`config.mk`:
```
export PLATFORM = sky130hd
export DESIGN_NAME = gain_loop_ctrl
export DESIGN_NICKNAME = d
export VERILOG_FILES = /design/src/rtl/gain_loop_ctrl.sv
export SDC_FILE = /design/constraint.sdc
export NUM_CORES = 1
export LEC_CHECK = 0
export ABC_AREA = 1
export ABC_CLOCK_PERIOD_IN_PS = 4210
export BUFFER_PORTS_ARGS = -buffer_cell sky130_fd_sc_hd__buf_2
export CORE_UTILIZATION = 40
export DETAILED_ROUTE_END_ITERATION = 10
export PLACE_DENSITY = 0.59
export SETUP_SLACK_MARGIN = 0.3
export SKIP_CTS_REPAIR_TIMING = 1
export SYNTH_ARGS = -nofsm -noshare
export SYNTH_HDL_FRONTEND = slang
export SYNTH_SLANG_ARGS = --single-unit
export TNS_END_PERCENT = 100
```
`constraint.sdc`:
```
create_clock -name clk_i -period 4.21 [get_ports clk_i]
set_input_delay 0.421 -clock clk_i [delete_from_list [all_inputs] [get_ports clk_i]]
set_output_delay 0.421 -clock clk_i [all_outputs]
set_load 0.01 [all_outputs]
```
`src/rtl/gain_loop_ctrl.sv`:
```
// Automatic gain-control sequencer for the three RF channels.
// Visits ch1..ch3 in turn: dwell, take a coherent sample of the channel's
// magnitude statistic, then step its PWM gain word toward the CPU target.
module gain_loop_ctrl #(
    parameter int DWELL     = 16384,
    parameter int STEP      = 4,
    parameter int DEADBAND  = 8,
    parameter int GAIN_MIN  = 0,
    parameter int GAIN_MAX  = 1023,
    parameter int GAIN_INIT = 512
) (
    input  logic       clk_i,
    input  logic       reset_i,
    input  logic       enable_i,
    input  logic [7:0] target_i,
    input  logic [2:0] hold_i,
    input  logic       load_i,
    input  logic [1:0] load_ch_i,
    input  logic [9:0] load_val_i,
    input  logic [7:0] mag1_i,
    input  logic [7:0] mag2_i,
    input  logic [7:0] mag3_i,
    output logic [9:0] gain1_o,
    output logic [9:0] gain2_o,
    output logic [9:0] gain3_o,
    output logic       busy_o,
    output logic       update_o,
    output logic [1:0] upd_ch_o
);

    localparam int CNT_W = (DWELL > 1) ? $clog2(DWELL) : 1;

    localparam logic [2:0] S_IDLE    = 3'd0;
    localparam logic [2:0] S_WAIT    = 3'd1;
    localparam logic [2:0] S_SAMPLE1 = 3'd2;
    localparam logic [2:0] S_SAMPLE2 = 3'd3;
    localparam logic [2:0] S_ADJUST  = 3'd4;
    localparam logic [2:0] S_NEXT    = 3'd5;

    localparam logic [CNT_W-1:0] DWELL_LAST = CNT_W'(DWELL - 1);
    localparam logic [9:0]       DB_W       = 10'(DEADBAND);
    // 12-bit signed is wide enough that gain+STEP or gain-STEP never wraps
    localparam logic signed [11:0] STEP_S = 12'(STEP);
    localparam logic signed [11:0] MIN_S  = 12'(GAIN_MIN);
    localparam logic signed [11:0] MAX_S  = 12'(GAIN_MAX);
    localparam logic [9:0]         INIT_G = 10'(GAIN_INIT);

    logic [2:0]       state_q, state_d;
    logic [CNT_W-1:0] dwellCnt_q, dwellCnt_d;
    logic [1:0]       chIdx_q, chIdx_d;
    logic [1:0]       retryCnt_q, retryCnt_d;
    logic [7:0]       sample1_q, sample1_d;
    logic [9:0]       gain_q [3];
    logic             update_q;
    logic [1:0]       updCh_q;

    logic [7:0]         magSel;
    logic [9:0]         gainCur;
    logic [9:0]         tgtWide, hiWide;
    logic [7:0]         bandHi, bandLo;
    logic signed [11:0] gainExt, stepped, loadWide;
    logic [9:0]         adjNew, loadClamped;
    logic               loadHitsIdx, adjFire;

    // Select the statistic and gain word of the channel currently being visited
    always_comb begin
        magSel  = mag1_i;
        gainCur = gain_q[0];
        case (chIdx_q)
            2'd1: begin
                magSel  = mag2_i;
                gainCur = gain_q[1];
            end
            2'd2: begin
                magSel  = mag3_i;
                gainCur = gain_q[2];
            end
            default: begin
                magSel  = mag1_i;
                gainCur = gain_q[0];
            end
        endcase
    end

    // Deadband window, clamped step toward target, clamped forced value, and the update decision
    always_comb begin
        tgtWide = {2'b00, target_i};
        hiWide  = tgtWide + DB_W;
        bandHi  = (hiWide > 10'd255) ? 8'hFF : 8'(hiWide);
        bandLo  = (tgtWide < DB_W) ? 8'h00 : 8'(tgtWide - DB_W);

        gainExt = signed'({2'b00, gainCur});
        stepped = gainExt;
        if (sample1_q > bandHi) begin
            stepped = gainExt - STEP_S;
            if (stepped < MIN_S) stepped = MIN_S;
        end else if (sample1_q < bandLo) begin
            stepped = gainExt + STEP_S;
            if (stepped > MAX_S) stepped = MAX_S;
        end
        adjNew = 10'(stepped);

        loadWide = signed'({2'b00, load_val_i});
        if (loadWide < MIN_S)      loadClamped = 10'(MIN_S);
        else if (loadWide > MAX_S) loadClamped = 10'(MAX_S);
        else                       loadClamped = load_val_i;

        // A forced write to the visited channel in the ADJUST cycle overrides the loop
        loadHitsIdx = load_i && (load_ch_i == chIdx_q);
        adjFire     = (state_q == S_ADJUST) && enable_i && !hold_i[chIdx_q]
                      && (adjNew != gainCur) && !loadHitsIdx;
    end

    // Sequencer next state: dwell, double-sample coherence check, adjust, advance channel
    always_comb begin
        state_d    = state_q;
        dwellCnt_d = dwellCnt_q;
        chIdx_d    = chIdx_q;
        retryCnt_d = retryCnt_q;
        sample1_d  = sample1_q;
        case (state_q)
            S_IDLE: begin
                if (enable_i) begin
                    state_d    = S_WAIT;
                    dwellCnt_d = '0;
                end
            end
            S_WAIT: begin
                dwellCnt_d = dwellCnt_q + CNT_W'(1);
                if (dwellCnt_q == DWELL_LAST) state_d = S_SAMPLE1;
            end
            S_SAMPLE1: begin
                sample1_d = magSel;
                state_d   = S_SAMPLE2;
            end
            S_SAMPLE2: begin
                if (magSel == sample1_q) begin
                    state_d = S_ADJUST;
                end else begin
                    retryCnt_d = retryCnt_q + 2'd1;
                    state_d    = (retryCnt_q == 2'd2) ? S_NEXT : S_SAMPLE1;
                end
            end
            S_ADJUST: begin
                retryCnt_d = '0;
                state_d    = S_NEXT;
            end
            S_NEXT: begin
                chIdx_d    = (chIdx_q == 2'd2) ? 2'd0 : chIdx_q + 2'd1;
                retryCnt_d = '0;
                dwellCnt_d = '0;
                state_d    = S_WAIT;
            end
            default: state_d = S_IDLE;
        endcase
        // Dropping enable parks the loop; the channel index survives so it resumes in place
        if (!enable_i) begin
            state_d    = S_IDLE;
            dwellCnt_d = '0;
            retryCnt_d = '0;
        end
    end

    // Sequencer registers
    always_ff @(posedge clk_i or posedge reset_i) begin
        if (reset_i) begin
            state_q    <= S_IDLE;
            dwellCnt_q <= '0;
            chIdx_q    <= 2'd0;
            retryCnt_q <= 2'd0;
            sample1_q  <= 8'd0;
        end else begin
            state_q    <= state_d;
            dwellCnt_q <= dwellCnt_d;
            chIdx_q    <= chIdx_d;
            retryCnt_q <= retryCnt_d;
            sample1_q  <= sample1_d;
        end
    end

    // Gain words: forced CPU write has priority over the loop's adjustment
    always_ff @(posedge clk_i or posedge reset_i) begin
        if (reset_i) begin
            for (int i = 0; i < 3; i++) gain_q[i] <= INIT_G;
        end else begin
            for (int i = 0; i < 3; i++) begin
                if (load_i && (load_ch_i == 2'(i)))      gain_q[i] <= loadClamped;
                else if (adjFire && (chIdx_q == 2'(i))) gain_q[i] <= adjNew;
            end
        end
    end

    // Update pulse and sticky channel tag, aligned with the new gain value
    always_ff @(posedge clk_i or posedge reset_i) begin
        if (reset_i) begin
            update_q <= 1'b0;
            updCh_q  <= 2'd0;
        end else begin
            update_q <= adjFire;
            if (adjFire) updCh_q <= chIdx_q;
        end
    end

    assign gain1_o  = gain_q[0];
    assign gain2_o  = gain_q[1];
    assign gain3_o  = gain_q[2];
    assign busy_o   = (state_q != S_IDLE);
    assign update_o = update_q;
    assign upd_ch_o = updCh_q;

endmodule

```
Word-level counts from Yosys, hierarchy flattened
Cells that the tools add are included.

storage, ports and cells
  register bits = 62
  input bits = 51
  bits in latches = 0
  memories kept = 0
  RAM bits = 0
  word-level logic and storage cells = 92
  ROM bits = 0

operators by class
  add/subtract/negate cells = 7
  reduce and logical (&&, ||, !) cells = 23
  bitwise logic cells = 0
  order comparisons = 7
  multiply operators = 0
  muxes and demuxes = 27
  equal/unequal tests = 18
  divide/modulo/power cells = 0
  shifts and indexed selects = 0

operators with widths
  operator                 count
  $mux W10                 10
  $pmux W14 S2             1
  $pmux W10 S2             1
  $mux W8                  2
  $pmux W8 S2              1
  $pmux W3 S5              1
  $add A14 B1 Y14 const B  1
  $eq A14 B14 Y1 const B   1
  $mux W14                 1
  $mux W3                  4
  $add A10 B3 Y11 const B  1
  $gt A11 B10 Y1 const B   1
  $logic_and A1 B1 Y1      11
  $lt A11 B1 Y1 const B    1
  $sub A10 B3 Y11 const B  1
  $ne A10 B10 Y1           1
  $add A8 B4 Y9 const B    1
  $gt A9 B8 Y1 const B     1
  $eq A8 B8 Y1             1
  $gt A8 B8 Y1             1
  $lt A8 B4 Y1 const B     1
  $lt A8 B8 Y1             1
  $sub A8 B4 Y8 const B    1
  $eq A2 B2 Y1 const B     3
  20 further kinds         33

Depth between registers and ports, before layout
  word-level depth = 13
  mapped depth = 27

Worst setup path before layout
OpenSTA, ideal clock, no wires.

  path type = input-to-reg
  start point = input target_i[3]
  end point = register gain_q (netlist bit gain1_o[2])
  cell stages on the path = 22
  setup slack = 0.532 ns
  arrival time = 3.613 ns
  cell sequence = inv_1 ha_1 inv_1 o211ai_1 o41ai_1 nor2_1 ha_1 a21oi_1 nor2_1 a211oi_1 a32o_1 inv_1 o21ai_0 nand2_2 nand2_1 nand2_1 nor2_2 nand2_4 nand3_4 buf_12 nand3_2 nand2_1

on the way
  cells in the longest elaborated chain, start to end = 10

RTL lines
  what                                         line    text
  start: declaration                           15      input logic [7:0] target_i,
  $add A8 B4 Y9, or another cell as far along  88      hiWide = tgtWide + DB_W;
  $gt A9 B8 Y1 or $mux W8 (tied branches)      89, 90
  $mux W8 or $lt A8 B8 Y1 (tied branches)      89, 97
  $gt A8 B8 Y1 or $mux W10 (tied branches)     94, 97
  $mux W10 (*)                                 94      if (sample1_q > bandHi) begin
  $ne A10 B10 Y1                               111     && (adjNew != gainCur) && !loadHitsIdx;
  $logic_and A1 B1 Y1 (2 in series)            111
  $logic_and A1 B1 Y1                          188     else if (adjFire && (chIdx_q == 2'(i))) gain_q[i] <= adjNew;
  $reduce_bool A2 Y1 (no source line)          -
  end signal: indexed assignment               187     if (load_i && (load_ch_i == 2'(i))) gain_q[i] <= loadClamped;
  end signal: indexed assignment               188
  end: declaration                             53      logic [9:0] gain_q [3];

Every way passes the cells marked *; elsewhere a longest branch is shown, timed or not. The select of a mux whose other input is x is not followed.
A chain may end at the register's enable or synchronous reset.

Worst setup path in the final report
  start point = register chIdx_q[1]
  end point = register gain_q (netlist bit gain1_o[4])

on the way
  cells in the longest elaborated chain, start to end = 12

RTL lines
  what                                          line  text
  start: declaration                            50    logic [1:0] chIdx_q, chIdx_d;
  start signal: assignment                      175   chIdx_q <= chIdx_d;
  $eq A2 B2 Y1 or $eq A2 B1 Y1 (tied branches)  69    case (chIdx_q)
  $pmux W10 S2                                  69
  $add A10 B3 Y11                               98    stepped = gainExt + STEP_S;
  $gt A11 B10 Y1                                99    if (stepped > MAX_S) stepped = MAX_S;
  $mux W10                                      99
  $mux W10                                      97    end else if (sample1_q < bandLo) begin
  $mux W10                                      94
  $ne A10 B10 Y1                                111
  $logic_and A1 B1 Y1 (2 in series)             111
  $logic_and A1 B1 Y1                           188
  $reduce_bool A2 Y1 (no source line)           -

Parallel ways exist; a longest one is shown, timed or not. The select of a mux whose other input is x is not followed.

==> flow_summary_export.csv <==
group,metric,value,unit
final_layout,nets,883,
clock_network,clk_transition_reported_paths,60,ps
logic_synthesis,synth_edf_count,0,
routing,routed_wl,14.1,mm
routing,antenna_left,0,
clock_network,cts_tree,"yes",
setup_path,critPathSlowestCell,"dfrtp_2",
floorplanning,core,12600,sq um
logic_synthesis,yosys_warnings,0,
sta,rsz0062_at_grt,"no",
logic_synthesis,synth-seq-area-share,30.3,%
setup_path,critPathLaunchType,"flop",
final_layout,diodes,0,
placement,io_buffer_count,84,
clock_network,numCtsBuffers,9,
clock_network,root_buffer,"clkbuf_16",
grt,grt_pass1_vias,4745,
sta,setup_viol,0,
clock_network,insertion_delay,340,ps
logic_synthesis,ys.flop_type,"dfrtp_1",
grt,antenna_found_initial,0,
sta,slew_headroom,40.8,%
setup_path,max_stage_delay,450,ps
setup_path,cpMostUsedCell,"nand2_2",
setup_path,worst-path-max-fanout,14,
pwr,powerDensity,654,nW/um^2
final_layout,fill_cells,1273,
routing,drtPass1Iterations,5,
clock_network,cts_sinks,62,
logic_synthesis,ys_seq_elements,62,
routing,viasPerCell,5.18,
grt,grt_usage,22.3,%
routing,vias,5077,
run_status,status,"finished, final reports clean",
logic_synthesis,syn-num-nets,792,
floorplanning,start_util,40.9,%
logic_synthesis,syn_inst,713,
logic_synthesis,avgSynthCellArea,7.20,sq um
placement,dpl.hpwl,11.1,mm
floorplanning,die_w,115,microns
grt,overflow,0,
sta,finalHoldViolations,0,
floorplanning,dieHeight,115,microns
sta,min_period,3650,ps
logic_synthesis,ys_async_sr_fraction,100,%
final_layout,final_common_cell,"nand2_1",
logic_synthesis,syn_area,5130,sq um
placement,gp_congestion,0.888,
final_layout,layout_common_cells,"nand2_1, buf_2, o21ai_0, dfrtp_1, inv_1",
final_layout,syn2layout_area_growth,17.9,%
sta,finalMaxSlewViolations,0,
final_layout,multi_input_area,3200,sq um
clock_network,htree_num_levels,3,
sta,setup_tns,0,ps
worst_hold_path,hp-class,"in2async",
final_layout,drive_gt1_share,24.6,%
setup_path,cp.arrival,3870,ps
floorplanning,io_pins,85,
sta,final.period_utilization,86.8,%
floorplanning,row_count,41,
sta,whs,222,ps
setup_path,crit_required,4430,ps
clock_network,clockBufferDepth,2,
sta,fin_skew,8.21,ps
routing,drt_iter0_drc,384,
final_layout,finish.utilization,48.2,%
floorplanning,die_area,13300,sq um
grt,grt_pass1_wl,23.2,mm
setup_path,end_kind,"flop",
pwr,irDropWorstVdd,0.000311,V
logic_synthesis,synth_cell_types,45,
pwr,p_total,3.96,mW
routing,drc,0,
final_layout,final_cell_count_no_fill,981,
placement,placed_cells,964,
routing,avgRoutedWirePerCell,14.4,microns
final_layout,ff_latch_area,1560,sq um
pwr,power.leakage,2.90,nW
setup_path,crit_type,"reg2reg",
grt,grt_max_degree,35,
sta,fmax,274,MHz
sta,tightest_slew,885,ps
flow_run,maxCapViolations,0,
[state kept, by name, summed over array words and instances, names as in the netlist]
signal and count:
retryCnt_q 2, gain2_o 10, chIdx_q 2, sample1_q 8, state_q 3, gain3_o 10
upd_ch_o 2, gain1_o 10, update_o 1, dwellCnt_q 14
[cells by family (layout without fill, tap and decap cells)]
| kind of cell | count (synthesis) | count (layout) | share of synthesized area, % |
|---|---|---|---|
| AND/OR/NAND/NOR | 397 | 398 | 38.8 |
| flip-flops | 62 | 62 | 30.3 |
| buffers and inverters | 85 | 180 | 8.09 |
| XOR/XNOR | 17 | 17 | 2.90 |
| adder cells (fa/ha/maj) | 28 | 28 | 6.82 |
| AO/OA/AOI/OAI | 124 | 124 | 13.1 |
[cell usage after synthesis (2+ instances only)]
master | instances | area, sq um
xnor2_1 | 5 | 43.8
nand4_1 | 7 | 43.8
a31oi_1 | 2 | 12.5
o211ai_1 | 2 | 15.0
nor3_2 | 2 | 20.0
o21ai_0 | 76 | 380
clkinv_1 | 2 | 7.51
nand3_4 | 3 | 52.6
xor2_1 | 12 | 105
buf_4 | 4 | 30.0
nand2_2 | 10 | 62.6
nand3_1 | 40 | 200
inv_2 | 5 | 18.8
nand2_4 | 6 | 67.6
or2_1 | 5 | 31.3
nand3_2 | 35 | 350
nor2_4 | 3 | 33.8
o21ai_1 | 6 | 30.0
or2_2 | 4 | 25.0
nor3_1 | 21 | 105
nand2_1 | 216 | 811
buf_12 | 3 | 60.1
inv_1 | 58 | 218
a21oi_1 | 22 | 110
clkbuf_1 | 5 | 18.8
nor2_2 | 3 | 18.8
a211oi_1 | 3 | 22.5
o41ai_1 | 2 | 17.5
ha_1 | 28 | 350
nor2_1 | 40 | 150
buf_6 | 2 | 22.5
o22ai_1 | 4 | 25.0
buf_2 | 5 | 25.0
dfrtp_1 | 59 | 1480
dfstp_2 | 3 | 78.8
[metrics by stage]
| stage | instance area, sq um | worst slack, ps |
|---|---|---|
| 2_1_floorplan | 5130 | 532 |
| 3_3_place_gp | 5710 | 287 |
| 3_5_place_dp | 5710 | 97.2 |
| 4_1_cts | 6010 | 357 |
| 5_1_grt | 6060 | 298 |
| 6_report | 6060 | 556 |
[layer usage]
| layer | share of wire, % | up-vias | global-route usage (%) |
|---|---|---|---|
| met5 | 0 | - | 0 |
| met4 | 2.1 | 0 | 7.36 |
| met3 | 5.1 | 24 | 3.90 |
| met2 | 46 | 150 | 35.0 |
| met1 | 47 | 2351 | 30.9 |
| li1 | - | 2552 | - |
[path summary, 6_finish.rpt]
path	from	end	slack [ps]	depth (start not counted)
min in group clk_i	enable_i	state_q[1]	400	2
max reg2reg	chIdx_q[1]	gain1_o[4]	560	25
min	reset_i	sample1_q[3]	220	2
max	chIdx_q[1]	gain1_o[4]	560	25
min reg2reg	gain1_o[9]	gain1_o[9]	490	2
max in group asynchronous	reset_i	gain1_o[9]	3060	3
[worst max-delay path: cells and delay by family, from the launching register on]
family	cells	cell delay (ps)
adder cells (fa/ha/maj)	2	520
AND/OR/NAND/NOR	17	1780
buffers and inverters	6	760
flip-flops	1	450
[power breakdown]
group	switching, mW	leakage (nW)	internal (mW)	total (mW)
Clock	0.264	0.152	0.487	0.751
Combinational	1.40	1.95	0.792	2.19
Sequential	0.227	0.800	0.793	1.02
[layout make-up]
class	count	area share [%]
inverters	65	4.11
well taps	172	3.55
multi-input cells	567	52.8
repair buffers	99	8.86
clock inverters	4	0.744
flip-flops and latches	62	25.7
clock buffers	12	4.24
Power figures use the tool's default switching activity.
